**src/rtl/replicate_sequencer.sv**
```systemverilog
// Ready/valid sequencer that builds {N{in_data}}, zero-extended to W*MAX_N bits.
// It appends one copy of the accepted element per clock by shift-and-OR.
module replicate_sequencer #(
    parameter int W     = 8,
    parameter int MAX_N = 4,
    parameter int CW    = 3
) (
    input  logic                 clk,
    input  logic                 rst,
    input  logic                 in_valid,
    output logic                 in_ready,
    input  logic [W-1:0]         in_data,
    input  logic [CW-1:0]        in_count,
    output logic                 out_valid,
    input  logic                 out_ready,
    output logic [W*MAX_N-1:0]   out_data,
    output logic [CW-1:0]        out_count,
    output logic                 err
);

    localparam int              AW      = W * MAX_N;
    localparam logic [CW-1:0]   MAX_N_C = CW'(MAX_N);

    typedef enum logic [1:0] {IDLE, FILL, HOLD} state_t;

    state_t          state;
    logic [AW-1:0]   acc;
    logic [CW-1:0]   rem;
    logic [W-1:0]    data_r;
    logic [CW-1:0]   n_eff;

    function automatic logic [CW-1:0] clamp_count(input logic [CW-1:0] c);
        return (c > MAX_N_C) ? MAX_N_C : c;
    endfunction

    always_comb n_eff = clamp_count(in_count);

    // Handshake flags decode the state directly, so they can never both be high.
    assign in_ready  = (state == IDLE);
    assign out_valid = (state == HOLD);
    assign out_data  = acc;

    always_ff @(posedge clk or posedge rst) begin
        if (rst) begin
            state     <= IDLE;
            acc       <= '0;
            rem       <= '0;
            data_r    <= '0;
            out_count <= '0;
            err       <= 1'b0;
        end else begin
            err <= 1'b0;
            case (state)
                IDLE: begin
                    if (in_valid) begin
                        data_r    <= in_data;
                        rem       <= n_eff;
                        acc       <= '0;
                        out_count <= n_eff;
                        err       <= (in_count > MAX_N_C);
                        state     <= (n_eff != '0) ? FILL : HOLD;
                    end
                end
                FILL: begin
                    acc <= (acc << W) | AW'(data_r);
                    rem <= rem - 1'b1;
                    if (rem == CW'(1)) state <= HOLD;
                end
                HOLD: begin
                    // acc is left untouched on retirement; the next accept clears it.
                    if (out_ready) state <= IDLE;
                end
                default: state <= IDLE;
            endcase
        end
    end

endmodule

```
**config.mk**
```make
export PLATFORM = sky130hd
export DESIGN_NAME = replicate_sequencer
export DESIGN_NICKNAME = d
export VERILOG_FILES = /design/src/rtl/replicate_sequencer.sv
export SDC_FILE = /design/constraint.sdc
export NUM_CORES = 1
export LEC_CHECK = 0
export CAP_MARGIN = 25
export CORE_UTILIZATION = 51
export CTS_CLUSTER_SIZE = 40
export DETAILED_ROUTE_END_ITERATION = 7
export GPL_TIMING_DRIVEN = 0
export PLACE_DENSITY = 0.84
export SETUP_SLACK_MARGIN = 0.5
export SYNTH_ARGS = -nofsm -noshare
export SYNTH_HDL_FRONTEND = slang
export SYNTH_SLANG_ARGS = --single-unit
```
**constraint.sdc**
```tcl
create_clock -name clk -period 2.7 [get_ports clk]
set_input_delay 0.27 -clock clk [delete_from_list [all_inputs] [get_ports clk]]
set_output_delay 0.27 -clock clk [all_outputs]
set_load 0.02 [all_outputs]
```
After elaboration in Yosys (flattened, before gate mapping) --
Cells that the tools add are included.
Operators by class: $add $sub $neg 1, order comparisons 1, equal/unequal tests 6, multiplexer cells 12, bitwise gates (word level) 1, reductions and logical operators 6
Operators with widths (count):
- $pmux W32 S2 | 1
- $mux W32 | 1
- $or A32 B8 Y32 | 1
- $mux W2 | 4
- $mux W3 | 2
- $pmux W2 S3 | 1
- $pmux W3 S2 | 1
- $ne A2 B2 Y1 const B | 2
- $reduce_and A2 Y1 | 2
- $eq A3 B1 Y1 const B | 1
- $gt A3 B3 Y1 const B | 1
- $reduce_and A3 Y1 | 1
- $reduce_bool A3 Y1 | 1
- $sub A3 B1 Y3 const B | 1
- $eq A2 B1 Y1 const B | 1
- $eq A2 B2 Y1 const B | 1
- $logic_not A2 Y1 | 1
- $mux W1 | 2
- $ne A2 B1 Y1 const B | 1
- $reduce_bool A2 Y1 | 1
Word-level totals: register bits 49, input bits 15, output and inout bits 38, word-level logic and storage cells 33

Logic depth before layout (Yosys ltp) --
Gate-level depths: netlist of run 1.
depth in word-level cells 6, mapped depth 6, gate-level depth less buffers 5

Least setup slack after synthesis of run 1 --
No wires, ideal clock.
path type register -> register, from reg state[1], to reg data_r[0], arrival 1.401 ns, required time 2.575 ns, path slack 1.174 ns, cell stages (with the launch flop) 6, path through dfrtp_1 -> buf_6 -> or3b_1 -> buf_6 -> buf_8 -> mux2_4
On the way: longest elaborated chain between the ends 2
Ends and longest elaborated chain:
- start, declared | line 26 | state_t state;
- start signal, assigned | line 61 | state <= (n_eff != '0) ? FILL : HOLD;
- $logic_not A2 Y1 | line 53 | case (state)
- $reduce_and A2 Y1 (no line)
- end signal, assigned | line 56 | data_r <= in_data;
- end, declared | line 29 | logic [W-1:0] data_r;
Every way passes these cells. A chain may end at the register's enable or synchronous reset.

Worst setup path after layout of run 1 --
from reg state[0], to out out_valid
On the way: longest elaborated chain between the ends 1
Ends and longest elaborated chain:
- $eq A2 B2 Y1 | line 40 | assign out_valid = (state == HOLD);
- end, declared | line 14 | output logic out_valid,
Every way passes these cells.

==> results_dict.tcl, run 1 <==
set metrics [dict create \
    ys_seq_area_share_pct 63.64 \
    final_area_um2 2613 \
    worst_slew_pin_slew_ns 0.5131 \
    post-dp-hpwl_mm 2.960 \
    slew_violations 0 \
    antenna_found_initial 0 \
    static-leakage-power_uw 0.001172 \
    fmax_mhz 483.9 \
    crit_required_ns 2.43 \
    first_pass_iters 4 \
    worst-setup-path-type "reg -> out" \
    fin_crit_ns 2.066 \
    cts.sinks 49 \
    cts_resized 0 \
    worstSetupStartpointType "flop" \
    path_max_fanout 10 \
    synthDistinctLibCells 27 \
    clock_skew_ns 0.009427 \
    cts-buffers-inserted 5 \
    grt_start_max_net_pins 43 \
    num_rows 21 \
    status "finished clean" \
    netlist_instances 138 \
    reg2reg_slack_ns 1.03 \
    pwr-share-clk_pct 12.5 \
    synth_nets 155 \
    netlist.area_leader.share_pct 63.64 \
    r2r-start "state[0]" \
    io_buffers 52 \
    slowest_delay_ns 0.64 \
    synthFlopType "dfrtp_1" \
    dpl-instance-area_um2 2525 \
    yosysWarnings 0 \
    tns_ns 0 \
    syn_avg_cell_area_um2 13.96 \
    endpoint_kind "primary output" \
    power_uw 3282 \
    postCtsSetupBuffers 0 \
    drive_gt1_share_pct 12.56 \
    synth-edff-count 0 \
    wl_per_cell_um 16.77 \
    gp_congestion 0.7968 \
    drcViolationCount 0 \
    layout.nets 215 \
    die_area_um2 4028 \
    cts_tree "yes" \
    ir_drop_v 0.0006497 \
    path_delay_family "buffers and inverters" \
    drtIter0Drc 89 \
    stdcell_count 245 \
    finalHoldViolations 0 \
    wirelength_mm 4.108 \
    vias 1374 \
    synthArstFlopShare_pct 100.0 \
    crit_slowest_cell "clkdlybuf4s50_1" \
    p_int_uw 2039 \
    seqPwrFrac_pct 38.9 \
    fin_crit_sh_pct 76.53 \
    die_h_um 63.47 \
    ys_ff_latch 49 \
    via_per_inst 5.608 \
    p_per_area_nw_per_um2 1256 \
    clk-insertion-delay-late_ns 0.29 \
    start_util_pct 55.56 \
    cp.arrival_ns 1.80 \
    post-route-util_pct 75.32 \
    hold_class "in -> async" \
    path_buf_inv 2 \
    clkTransAtPathRegs_ns 0.09 \
    swShare_pct 37.89 \
    drv_cap 0 \
    grt_usage_pct 22.60 \
    io_pins 53 \
    timing.slew.headroom_pct 65.79 \
    finalSetupViolCount 0 \
    netlist_top_cells_area "dfrtp_1 64%, a22o_1 15%, mux2_4 3.1%" \
    worst-path-stages 3 \
    grt_first_pass_wirelength_mm 6.975 \
    postCtsHoldBufs 0 \
    r2r_end "out_data[7]" \
    syn-cell-area_um2 1927 \
    p_switching_uw 1244 \
    r2r_cells 4 \
    worstPathCellList "clkbuf_1 > nor2b_1 > clkdlybuf4s50_1" \
    n_antenna_cell 0 \
    clockRootBuffer "clkbuf_8" \
    die_x_um 63.47 \
    grt.overflow.total 0 \
    cts_max_level 2 \
    yosysTopAreaCell "dfrtp_1" \
    area_growth_pct 35.58 \
    p_comb_share_pct 48.6 \
    rsz0062_at_grt "no" \
    clk_path_buf_depth 2 \
    place_inst 237 \
    grt_pass1_vias 1434 \
    postRouteAntennaNets 0 \
    core-area_um2 3468 \
]
power by group through the flow:
stage,Clock [uW],Combinational (uW),Sequential (uW)
CTS,419,1610,1270
global route,454,1700,1310
global placement,0,1550,1250
finish,412,1600,1280
floorplan,0,740,1470
detailed placement,0,1600,1280
worst max-delay path by stage:
| stage | from | end | slack, ns |
|---|---|---|---|
| floorplan | state[1] | data_r[0] | 1.17 |
| global placement | rst | data_r[5] | 0.47 |
| detailed placement | in_valid | data_r[1] | 0.79 |
| CTS | state[0] | out_valid | 0.64 |
| global route | state[0] | out_valid | 0.54 |
| finish | state[0] | out_valid | 0.63 |
worst reg2reg max path, stage by stage (launching register included):
cell      delay, ns
dfrtp_1        0.40
clkbuf_1       0.24
o21bai_2       0.31
clkbuf_1       0.43
a22o_1         0.22
cells in the mapped netlist (2+ instances only):
cell type,count
mux2_2,5
nand2_1,2
ha_1,2
mux2_4,4
o21ai_0,3
nor2b_1,3
a22o_1,32
nor2_1,4
dfrtp_1,49
buf_6,2
nand2b_1,2
clkbuf_1,7
and2b_1,2
o22a_2,2
a22oi_1,2
inv_1,6
registers in the layout, indices dropped and copies added (netlist names):
name       cells
state          2
rem            3
data_r         8
out_data      32
err            1
out_count      3
placed cells by master (no fill, tap or decap):
cell	n
nor3_1	1
clkbuf_1	8
a22o_1	32
o22a_2	2
nor3b_1	1
mux2_4	4
a22oi_1	2
mux2_2	5
nor2_1	4
a21oi_1	1
o21bai_2	1
buf_12	1
and2b_1	2
buf_6	2
buf_2	1
clkdlybuf4s50_1	52
nand2b_1	2
a31oi_1	1
o21ai_0	3
inv_1	5
dfrtp_1	49
ha_1	2
nor2b_1	3
or3b_1	1
inv_2	1
clkinvlp_4	2
o22ai_1	1
nand2_1	2
o22a_1	1
clkbuf_8	5
a221o_1	1
buf_8	1
stage by stage:
step | hold slack, ns | setup slack [ns]
2_1_floorplan | 0.4000 | 1.174
3_3_place_gp | 0.4699 | 0.4673
3_5_place_dp | 0.4823 | 0.7850
4_1_cts | 0.1959 | 0.6438
5_1_grt | 0.2063 | 0.5424
6_report | 0.1916 | 0.6336
cell families (layout without fill, tap and decap cells):
logic type / count (synthesis) / after routing / share of synthesized area [%]
fa+ha+maj: 2 / 2 / 1.298
simple gates: 16 / 16 / 4.675
mux: 9 / 9 / 6.039
buf+inv: 17 / 78 / 4.740
flops: 49 / 49 / 63.64
compound gates: 45 / 45 / 19.61
layout make-up:
type | count | area (um2)
Fill cell | 247 | 855.8
Sequential cell | 49 | 1226
Multi-Input combinational cell | 72 | 609.3
Clock buffer | 6 | 72.57
Inverter | 6 | 22.52
Timing Repair Buffer | 53 | 540.5
Clock inverter | 2 | 15.01
Buffer | 11 | 68.82
Tap cell | 46 | 57.56
routing by layer:
metal	wire length, um	vias up	global-route usage [%]
li1	-	626	-
met5	0	-	0
met2	2028	49	36.84
met3	182	4	3.804
met1	1859	695	30.64
met4	37	0	7.670
Power figures use the tool's default switching activity.
==> inputs of run 2 (changes only) <==
Settings changed: CORE_UTILIZATION 51 to 47, PLACE_DENSITY 0.84 to 0.78.
Clock period 2.7 ns to 1.97 ns, I/O delays scaled along.
==> results_dict.tcl, run 2 (synthesized netlist as in run 1, its figures left out) <==
set metrics [dict create \
    swShare_pct 38.45 \
    cts_max_level 2 \
    via_per_inst 5.462 \
    hold_class "in -> async" \
    static-leakage-power_uw 0.001452 \
    start_util_pct 50.72 \
    die_x_um 66.03 \
    fin_crit_ns 1.538 \
    antenna_found_initial 0 \
    drv_cap 0 \
    n_antenna_cell 0 \
    cts-buffers-inserted 5 \
    drcViolationCount 0 \
    fillCellCount 281 \
    core-area_um2 3799 \
    wl_per_cell_um 16.68 \
    clkTransAtPathRegs_ns 0.08 \
    num_rows 22 \
    p_switching_uw 1711 \
    gp_congestion 0.7830 \
    p_comb_share_pct 48.1 \
    slew_violations 0 \
    grt_start_max_net_pins 42 \
    endpoint_kind "flop" \
    layout.nets 221 \
    clockRootBuffer "clkbuf_8" \
    vias 1382 \
    seqPwrFrac_pct 39.0 \
    post-route-util_pct 71.15 \
    cts.sinks 49 \
    grt.overflow.total 0 \
    finalSetupViolCount 0 \
    rsz0062_at_grt "yes" \
    finalHoldViolations 0 \
    largest_reg_flops 32 \
    clk-insertion-delay-late_ns 0.30 \
    crit_required_ns 2.16 \
    layout_common_cells "49 x dfrtp_1, 32 x a22o_1, 28 x dlygate4sd2_1" \
    drtIter0Drc 64 \
    post-dp-hpwl_mm 2.969 \
    fmax_mhz 650.1 \
    worst_slew_pin_slew_ns 0.3715 \
    clk_path_buf_depth 2 \
    path_max_fanout 5 \
    cts_tree "yes" \
    postRouteAntennaNets 0 \
    ir_drop_v 0.0009077 \
    io_buffers 52 \
    die_area_um2 4360 \
    timing.slew.headroom_pct 74.97 \
    p_per_area_nw_per_um2 1646 \
    first_pass_iters 4 \
    worst-setup-path-type "reg -> reg" \
    grt_usage_pct 21.94 \
    die_h_um 66.03 \
    grt_first_pass_wirelength_mm 6.927 \
    grt_pass1_vias 1390 \
    io_pins 53 \
    status "finished clean" \
    pwr-share-clk_pct 12.8 \
    drive_gt1_share_pct 22.44 \
    cp.arrival_ns 1.73 \
    worstSetupStartpointType "flop" \
    final_common_cell "dfrtp_1" \
    fin_crit_sh_pct 78.08 \
    clock_skew_ns 0.002807 \
    area_growth_pct 40.26 \
    power_uw 4449 \
    p_int_uw 2739 \
    wirelength_mm 4.221 \
]
-- run 2: changes by cell type in the layout (fill, tap and decap cells not counted), moves of 3 or more --
cell	delta
clkdlybuf4s50_1	-37
dlygate4sd2_1	+28
clkbuf_1	-7
dlymetal6s2s_1	+7
buf_2	+5
buf_4	+5
clkbuf_2	+3
-- run 2: layout make-up --
cell class | instances | area (um2) | area share (%)
clock buffer | 6 | 72.57 | 2.685
buffer | 11 | 77.57 | 2.870
sequential | 49 | 1226 | 45.37
multi-input combinational | 72 | 639.4 | 23.66
tap | 48 | 60.06 | 2.222
inverter | 6 | 22.52 | 0.8333
timing repair buffer | 59 | 589.3 | 21.81
clock inverter | 2 | 15.01 | 0.5556
-- run 2: power by group through the flow --
stage          Sequential, uW  Combinational [uW]  Clock [uW]
2_1_floorplan            2010                1010           0
3_3_place_gp             1730                2110           0
3_5_place_dp             1760                2180           0
4_1_cts                  1730                2140         578
5_1_grt                  1790                2320         622
6_report                 1740                2140         572
-- run 2: metal layers --
layer,GRT usage (%),wire (um),vias to the layer above
met4,9.043,66,0
li1,-,-,638
met1,29.40,1807,692
met2,34.95,2157,45
met3,4.310,189,7
met5,0,0,-
-- run 2: timing repair --
| item | in CTS | in global routing |
|---|---|---|
| cloned | 1 | 0 |
| hold buffers | 0 | 0 |
| gates resized for setup | 42 | 21 |
| pin swaps | 1 | 0 |
| setup buffers | 5 | 0 |
| setup endpoints to repair | 65 | 52 |
-- run 2: worst max-delay path: stages (launching register included) --
cell and delay [ns]:
dfrtp_1 0.38, buf_6 0.13, or3b_4 0.37, buf_6 0.14
buf_8 0.13, mux2_4 0.29
-- run 2: through the flow --
step	instances	worst slack [ns]	setup TNS, ns	instance area [um2]	hold WS, ns
global route	253	0.3992	0	2703	0.1545
finish	253	0.4319	0	2703	0.1264
global placement	238	-0.1974	-9.578	2507	0.4698
floorplan	138	0.4671	0	1927	0.3270
CTS	253	0.4200	0	2664	0.1367
detailed placement	239	0.1207	0	2527	0.4538
-- run 2: worst paths after layout --
path	startpoint	cells after the start	slack, ns	end
max	state[1]	5	0.43	out_count[2]
min	rst	2	0.13	rem[2]
max reg2reg	state[1]	5	0.43	out_count[2]
min reg2reg	out_data[25]	1	0.50	out_data[25]
max in group asynchronous	rst	3	1.38	data_r[0]
min in group clk	out_data[25]	1	0.50	out_data[25]
